File: src/rtl/lsu_mem_master.sv
// ---------------------------------------------------------------------------
// lsu_mem_master
// Load/store initiator between the execute stage and a word-organised data
// memory. RV32I byte/halfword/word accesses become word-aligned memory
// transactions. Sub-word loads are sign/zero extended and sub-word stores
// use read-modify-write.
//
// Ports
//   clk, rst            clock (rising edge), asynchronous active-low reset
//   req_*               execute-stage request (valid/ready handshake)
//   resp_*              one-cycle response pulse with load data and error
//   byte_address        word-aligned memory address
//   write_data          merged store word
//   MemRead, MemWrite   memory strobes
//   output_data         memory read word (combinational with the address)
//
// state | meaning
// IDLE  | ready for a request; classifies it at the accept edge
// RD    | memory read strobe; load data or RMW source captured
// WR    | memory write strobe with the merged word
// RESP  | one-cycle response pulse
// ---------------------------------------------------------------------------
module lsu_mem_master #(
   parameter int unsigned ADDR_BITS = 10
) (
   input  logic        clk,
   input  logic        rst,
   input  logic        req_valid,
   output logic        req_ready,
   input  logic        req_write,
   input  logic [2:0]  req_funct3,
   input  logic [31:0] req_addr,
   input  logic [31:0] req_wdata,
   output logic        resp_valid,
   output logic [31:0] resp_rdata,
   output logic        resp_err,
   output logic [31:0] byte_address,
   output logic [31:0] write_data,
   output logic        MemWrite,
   output logic        MemRead,
   input  logic [31:0] output_data
);

   typedef enum logic [1:0] {IDLE, RD, WR, RESP} state_t;

   state_t      state_q, state_d;
   logic        write_q, write_d;
   logic [2:0]  funct3_q, funct3_d;
   logic [31:0] addr_q, addr_d;
   logic [31:0] wdata_q, wdata_d;
   logic [31:0] wmem_q, wmem_d;
   logic [31:0] rdata_q, rdata_d;
   logic        err_q, err_d;
   logic        ready_q, ready_d;
   logic        mem_rd_q, mem_rd_d;
   logic        mem_wr_q, mem_wr_d;
   logic        rvalid_q, rvalid_d;
   logic        rerr_q, rerr_d;

   logic        req_err;

   function automatic logic [31:0] load_extend(input logic [31:0] word,
                                               input logic [2:0]  f3,
                                               input logic [1:0]  a);
      logic [31:0] b_sh;
      logic [31:0] h_sh;
      logic [31:0] res;
      b_sh = word >> {a, 3'b000};
      h_sh = word >> {a[1], 4'b0000};
      case (f3)
         3'b000:  res = {{24{b_sh[7]}}, b_sh[7:0]};
         3'b100:  res = {24'd0, b_sh[7:0]};
         3'b001:  res = {{16{h_sh[15]}}, h_sh[15:0]};
         3'b101:  res = {16'd0, h_sh[15:0]};
         default: res = word;
      endcase
      return res;
   endfunction

   function automatic logic [31:0] store_merge(input logic [31:0] word,
                                               input logic [31:0] data,
                                               input logic [2:0]  f3,
                                               input logic [1:0]  a);
      logic [31:0] mask;
      logic [31:0] ins;
      if (f3 == 3'b000) begin
         mask = 32'h0000_00ff << {a, 3'b000};
         ins  = {24'd0, data[7:0]} << {a, 3'b000};
      end else begin
         mask = 32'h0000_ffff << {a[1], 4'b0000};
         ins  = {16'd0, data[15:0]} << {a[1], 4'b0000};
      end
      return (word & ~mask) | (ins & mask);
   endfunction

   // Error classification of the request presented in IDLE.
   always_comb begin
      req_err = 1'b0;
      if (req_write) begin
         if (req_funct3 != 3'b000 && req_funct3 != 3'b001 && req_funct3 != 3'b010)
            req_err = 1'b1;
      end else begin
         if (req_funct3 == 3'b011 || req_funct3[2:1] == 2'b11)
            req_err = 1'b1;
      end
      if (req_funct3[1:0] == 2'b01 && req_addr[0])
         req_err = 1'b1;
      if (req_funct3 == 3'b010 && req_addr[1:0] != 2'b00)
         req_err = 1'b1;
      if ((req_addr >> ADDR_BITS) != 32'd0)
         req_err = 1'b1;
   end

   always_comb begin
      state_d  = state_q;
      write_d  = write_q;
      funct3_d = funct3_q;
      addr_d   = addr_q;
      wdata_d  = wdata_q;
      wmem_d   = wmem_q;
      rdata_d  = rdata_q;
      err_d    = err_q;
      case (state_q)
         IDLE: begin
            if (req_valid) begin
               write_d  = req_write;
               funct3_d = req_funct3;
               addr_d   = req_addr;
               wdata_d  = req_wdata;
               err_d    = req_err;
               if (req_err) begin
                  state_d = RESP;
               end else if (!req_write) begin
                  state_d = RD;
               end else if (req_funct3 == 3'b010) begin
                  state_d = WR;
                  wmem_d  = req_wdata;
               end else begin
                  state_d = RD;
               end
            end
         end
         RD: begin
            // Merge is built straight from the memory word so the write
            // strobe in WR already carries the final data.
            if (write_q) begin
               state_d = WR;
               rdata_d = output_data;
               wmem_d  = store_merge(output_data, wdata_q, funct3_q, addr_q[1:0]);
            end else begin
               state_d = RESP;
               rdata_d = load_extend(output_data, funct3_q, addr_q[1:0]);
            end
         end
         WR: begin
            state_d = RESP;
            rdata_d = 32'd0;
         end
         RESP: begin
            state_d = IDLE;
            err_d   = 1'b0;
            rdata_d = 32'd0;
         end
         default: state_d = IDLE;
      endcase

      // Outputs are registered off the next state.
      ready_d  = (state_d == IDLE);
      mem_rd_d = (state_d == RD);
      mem_wr_d = (state_d == WR);
      rvalid_d = (state_d == RESP);
      rerr_d   = (state_d == RESP) && err_d;
   end

   always_ff @(posedge clk or negedge rst) begin
      if (!rst) begin
         state_q  <= IDLE;
         write_q  <= 1'b0;
         funct3_q <= 3'd0;
         addr_q   <= 32'd0;
         wdata_q  <= 32'd0;
         wmem_q   <= 32'd0;
         rdata_q  <= 32'd0;
         err_q    <= 1'b0;
         ready_q  <= 1'b1;
         mem_rd_q <= 1'b0;
         mem_wr_q <= 1'b0;
         rvalid_q <= 1'b0;
         rerr_q   <= 1'b0;
      end else begin
         state_q  <= state_d;
         write_q  <= write_d;
         funct3_q <= funct3_d;
         addr_q   <= addr_d;
         wdata_q  <= wdata_d;
         wmem_q   <= wmem_d;
         rdata_q  <= rdata_d;
         err_q    <= err_d;
         ready_q  <= ready_d;
         mem_rd_q <= mem_rd_d;
         mem_wr_q <= mem_wr_d;
         rvalid_q <= rvalid_d;
         rerr_q   <= rerr_d;
      end
   end

   // rdata_q holds the RMW source word while in WR and is zeroed there, so
   // only a load response ever exposes it.
   assign req_ready    = ready_q;
   assign MemRead      = mem_rd_q;
   assign MemWrite     = mem_wr_q;
   assign resp_valid   = rvalid_q;
   assign resp_err     = rerr_q;
   assign resp_rdata   = rvalid_q ? rdata_q : 32'd0;
   assign byte_address = {addr_q[31:2], 2'b00};
   assign write_data   = wmem_q;

endmodule

File: config.mk
export PLATFORM = sky130hd
export DESIGN_NAME = lsu_mem_master
export DESIGN_NICKNAME = d
export VERILOG_FILES = /design/src/rtl/lsu_mem_master.sv
export SDC_FILE = /design/constraint.sdc
export NUM_CORES = 1
export LEC_CHECK = 0
export ABC_AREA = 1
export BUFFER_PORTS_ARGS = -buffer_cell sky130_fd_sc_hd__buf_2
export CORE_UTILIZATION = 30
export DETAILED_ROUTE_END_ITERATION = 7
export HOLD_SLACK_MARGIN = 0.12
export SYNTH_ARGS = -nofsm -noshare
export SYNTH_HDL_FRONTEND = slang
export SYNTH_SLANG_ARGS = --single-unit
export TNS_END_PERCENT = 50
File: constraint.sdc
create_clock -name clk -period 4.4 [get_ports clk]
set_input_delay 0.88 -clock clk [delete_from_list [all_inputs] [get_ports clk]]
set_output_delay 0.88 -clock clk [all_outputs]
set_load 0.005 [all_outputs]
# Word level (Yosys, flattened, before mapping)
# Index checks and enable logic that the tools add are counted.
dict set report word_totals {
  register_bits 124
  inputBits 103
  output_inout_bits 101
}
dict set report op_classes {
  eq_ne 20
  shift 6
  mux 30
  bitwise 4
  n_reduce_logical 17
}
# operator count
set op_table {}
lappend op_table {{2-to-1 mux 32 bit} 13}
lappend op_table {{case mux 32 bit (2 select lines)} 2}
lappend op_table {{case mux 32 bit (4 select lines)} 1}
lappend op_table {{AND 32 bit} 2}
lappend op_table {{NOT 32 bit} 1}
lappend op_table {{bitwise OR 32 bit} 1}
lappend op_table {{nonzero test 32 bit} 1}
lappend op_table {{left shift 16 x 5 -> 32 bit} 1}
lappend op_table {{left shift 16 x 5 -> 32 bit (first input constant)} 1}
lappend op_table {{left shift 8 x 5 -> 32 bit} 1}
lappend op_table {{left shift 8 x 5 -> 32 bit (first input constant)} 1}
lappend op_table {{>> shifter 32 x 5 -> 16 bit} 1}
lappend op_table {{>> shifter 32 x 5 -> 8 bit} 1}
lappend op_table {{equality test 2 bit (second input constant)} 5}
lappend op_table {{!= test 2 bit (second input constant)} 5}
lappend op_table {{2-to-1 mux 1 bit} 8}
lappend op_table {{2-to-1 mux 2 bit} 4}
lappend op_table {{case mux 2 bit (4 select lines)} 1}
lappend op_table {{equality test 2 x 1 -> 1 bit (second input constant)} 3}
lappend op_table {{equality test 3 x 2 -> 1 bit (second input constant)} 2}
lappend op_table {{equality test 3 bit (second input constant)} 2}
lappend op_table {{AND reduction 6 bit} 1}
lappend op_table {{nonzero test 2 bit} 3}
lappend op_table {{logical AND 1 bit} 5}
lappend op_table {{10 further kinds} 11}

# Logic depth before layout (Yosys ltp)
dict set report depth {
  depth_word 13
  mapped_depth 12
  mapped_depth_nobuf 11
}

# Worst setup path before layout
# OpenSTA, ideal clock, no wires.
dict set report synth_timing {
  path_kind {input to register}
  startpoint {input req_addr[10]}
  endpoint {register wmem_q[10] (netlist: write_data[10])}
  arrival_ns 1.816
  required_ns 4.284
  slack_ns 2.467
  cell_stages 11
  path_buffers 1
  path_cell_list {inv_1 nand2_1 nor2_1 nand2_1 nor2_1 nand3_2 nand2_4 nand2_4 buf_6 nand2_1 nand2_1}
}
dict set report synth_via {
  elab_chain_len 4
}
# item line_no
set synth_rtl {}
lappend synth_rtl {{start, declared} 32} ;# input logic [31:0] req_addr,
lappend synth_rtl {{nonzero test 32 bit} 110} ;# if ((req_addr >> ADDR_BITS) != 32'd0)
lappend synth_rtl {{2-to-1 mux 1 bit} 110}
lappend synth_rtl {{!= test 2 bit (no source line)} --}
lappend synth_rtl {{AND reduction 6 bit (no source line)} --}
lappend synth_rtl {{end signal, assigned} 196} ;# wmem_q <= wmem_d;
lappend synth_rtl {{end, declared} 51} ;# logic [31:0] wmem_q, wmem_d;
# No other way between the ends.
# A chain may end at the register's enable or synchronous reset.

# Worst setup path after layout
dict set report layout_timing {
  startpoint {register rvalid_q (netlist: resp_valid)}
  endpoint {output resp_rdata[10]}
}
dict set report layout_via {
  elab_chain_len 1
}
# item line_no
set layout_rtl {}
lappend layout_rtl {{start, declared} 57} ;# logic rvalid_q, rvalid_d;
lappend layout_rtl {{start signal, assigned} 202} ;# rvalid_q <= rvalid_d;
lappend layout_rtl {{2-to-1 mux 32 bit} 214} ;# assign resp_rdata = rvalid_q ? rdata_q : 32'd0;
lappend layout_rtl {{end, declared} 35} ;# output logic [31:0] resp_rdata,
# No other way between the ends.

==> out/qor.txt <==
CTS root buf -> clkbuf_16
CTS buffer count -> 17
CP required -> 3520 ps
Endpoint type of the worst setup path -> primary output
Met2 Use GR -> 28.0%
Placer congestion estimate -> 0.882
Most crowded layer after global routing -> met2
Ys async rst share -> 100%
Worst skew pair latency -> 430 ps
DRT Pass-1 Iters -> 5
Critical path class -> reg2out
Layout cells sized above 1 -> 21.8%
Worst EP arrival -> 1760 ps
Syn Std Cell Area -> 7240 um2
Worst Skew -> 13.0 ps
GR Overflow Total -> 0
Routed len/inst -> 14.2 um
Startpoint types -> register
Final hold vios -> 0
Peak supply drop -> 0.000281 V
Buffers on Ports -> 201
Core box area -> 23,500 um2
Final HPWL DP -> 16,300 um
CTS clk-pin slew, worst paths -> 60 ps
Layout area overhead -> 22.2%
Pleak -> 5.22 nW
Global-route wire length before repair -> 34,500 um
Comb power frac -> 45.3%
Die Area -> 24,800 um2
Sw frac -> 43.7%
CTS Sinks -> 124
Mapped Avg Cell Area -> 6.78 um2
Synthesis Warnings -> 0
Gate count after technology mapping -> 1,068
Pin count of the biggest net entering global routing -> 70
Num rows -> 56
Outcome -> finished, final reports clean
Yosys reg bits -> 124
Sequential share of power -> 31.2%
Crit share post-route -> 60.1%
Number of DRC markers in iteration 0 -> 428
Setup TNS -> 0 ps
DRC -> 0
Unique masters post-synth -> 34
Final setup vio count -> 0
Post-synthesis sequential area ratio -> 42.9%
Hold Path Stages -> 2
Final wirelength -> 22,100 um
GRT Total Usage -> 18.3%
Power share of the clock group -> 23.6%
Sw Pwr -> 2.80 mW
Fillcell total -> 2,597
Num ports -> 204
Crit-path max FO -> 33
H-tree Lvls -> 4
Synth Flop Type -> dfrtp_1
Util after Layout -> 37.6%
Max Clk Rate -> 378 MHz
ANT nets after route -> 0
Total placed cells including tap cells -> 1,510
CTS tree -> done
R2R cell count -> 7
Met1 Use GR -> 24.3%
Vias in the first global route -> 6,419
RSZ-0062 raised after global routing -> no
Fin nets -> 1,317
Min Tclk post-route -> 2640 ps
CTS Buffer Depth -> 2
Power per cell area -> 725 nW/um2
Post-DR vias/cell -> 4.45
Via count -> 6,899
Number of max-cap violations -> 0
Post-CTS Setup Bufs -> 0
Final Max Slew Viols -> 0
EDFF count, synth -> 0
Finished Layout Cells -> 1,551
Slew @ Worst Pin -> 980 ps
Max transition margin -> 34.7%
DIE HEIGHT -> 157 um
Met3 usage -> 4.93%
CTS Hold Bufs -> 0
Internal power -> 3.61 mW
Worst hold path type -> reg2reg
Starting Density -> 30.8%
Die X -> 157 um
Initial antenna violation count -> 11
Post_cts resized -> 0
==> area by class of cell <==
class	instances	area [um2]	area share, %
Multi-Input combinational cell	752	3210	36.3
Antenna cell	9	22.5	0.255
Inverter	106	400	4.52
Timing Repair Buffer	209	1080	12.2
Sequential cell	124	3100	35.1
Clock buffer	18	439	4.96
Clock inverter	14	193	2.18
Tap cell	319	399	4.51
==> path summary, 6_finish.rpt <==
check,start,to,slack [ps]
setup / recovery,resp_valid$_DFF_PN0_,resp_rdata[10],1760
hold / removal,write_data[20]$_DFFE_PN0P_,write_data[20]$_DFFE_PN0P_,470
setup reg to reg,addr_q[0]$_DFFE_PN0P_,rdata_q[3]$_DFFE_PN0N_,1800
hold reg to reg,write_data[20]$_DFFE_PN0P_,write_data[20]$_DFFE_PN0P_,470
max in group asynchronous,rst,write_data[24]$_DFFE_PN0P_,3000
min in group asynchronous,rst,addr_q[15]$_DFFE_PN0P_,570
==> synth_stat cells (3+ instances only) <==
| library cell | count | area [um2] |
|---|---|---|
| clkbuf_1 | 22 | 82.6 |
| nand2_1 | 484 | 1820 |
| dfrtp_1 | 123 | 3080 |
| inv_2 | 7 | 26.3 |
| buf_2 | 13 | 65.1 |
| buf_4 | 42 | 315 |
| nand2_2 | 3 | 18.8 |
| nand3_1 | 94 | 470 |
| a21oi_1 | 16 | 80.1 |
| o21ai_1 | 10 | 50.1 |
| nand2_4 | 3 | 33.8 |
| buf_1 | 5 | 18.8 |
| nor2_1 | 60 | 225 |
| buf_6 | 5 | 56.3 |
| o21ai_0 | 55 | 275 |
| ha_1 | 4 | 50.1 |
| inv_1 | 98 | 368 |
==> cell families after synthesis <==
family                     synth area share (%)
buffers and inverters                      13.0
other                                    0.0518
DFF                                        42.9
and+or+nand+nor                            37.0
AOI/OAI and AO/OA                          6.44
adders and majority gates                 0.691
==> power by group through the flow <==
stage                     logic, mW  registers (mW)  clock network, mW
after floorplan                2.29            1.91                  0
after global placement         2.88            2.01                  0
after detailed placement       2.92            2.01                  0
after CTS                      2.93            2.00               1.54
after global routing           3.35            2.07               1.59
final                          2.90            2.00               1.51
==> cells in the final DEF (no fill, tap or decap), drive strengths merged <==
cell type / netlist / layout
nand2: 490 / 490
buf: 65 / 209
dfrtp: 123 / 123
inv: 106 / 108
nand3: 97 / 97
o21ai: 67 / 67
nor2: 64 / 64
clkbuf: 22 / 18
a21oi: 17 / 17
diode: 0 / 9
clkinv: 0 / 5
ha: 4 / 4
bufinv: 0 / 4
clkinvlp: 0 / 3
o211ai: 2 / 2
nand4: 2 / 2
conb: 1 / 2
nor3: 2 / 2
or2: 1 / 1
a21boi: 1 / 1
a31oi: 1 / 1
and3: 1 / 1
o22ai: 1 / 1
dfstp: 1 / 1
==> stage by stage <==
stage | setup slack [ps] | hold slack [ps] | instance area, um2 | power (mW)
6_report | 1760 | 466 | 8850 | 6.41
5_1_grt | 1510 | 495 | 8840 | 7.01
4_1_cts | 1670 | 469 | 8830 | 6.48
3_5_place_dp | 1750 | 455 | 8190 | 4.93
3_3_place_gp | 1800 | 453 | 8190 | 4.89
2_1_floorplan | 2470 | 449 | 7250 | 4.20
==> state kept, by name, summed over array words and instances, names as in the netlist <==
register    count
addr_q         32
rdata_q        32
write_data     32
wdata_q        16
funct3_q        3
state_q         2
MemRead         1
MemWrite        1
err_q           1
req_ready       1
resp_err        1
resp_valid      1
write_q         1
==> per-layer routing <==
metal  vias up  share of wire, %
met5         -              0.17
met4         6               2.4
met3        28               6.7
met2       191                45
met1      3127                45
li1       3547                 -
==> worst max-delay path, cell delays in order, from the launching register on <==
cell and delay, ps:
dfrtp_1 980, nand2_1 160, inv_1 90, buf_2 110
(Power assumes the default switching activity.)
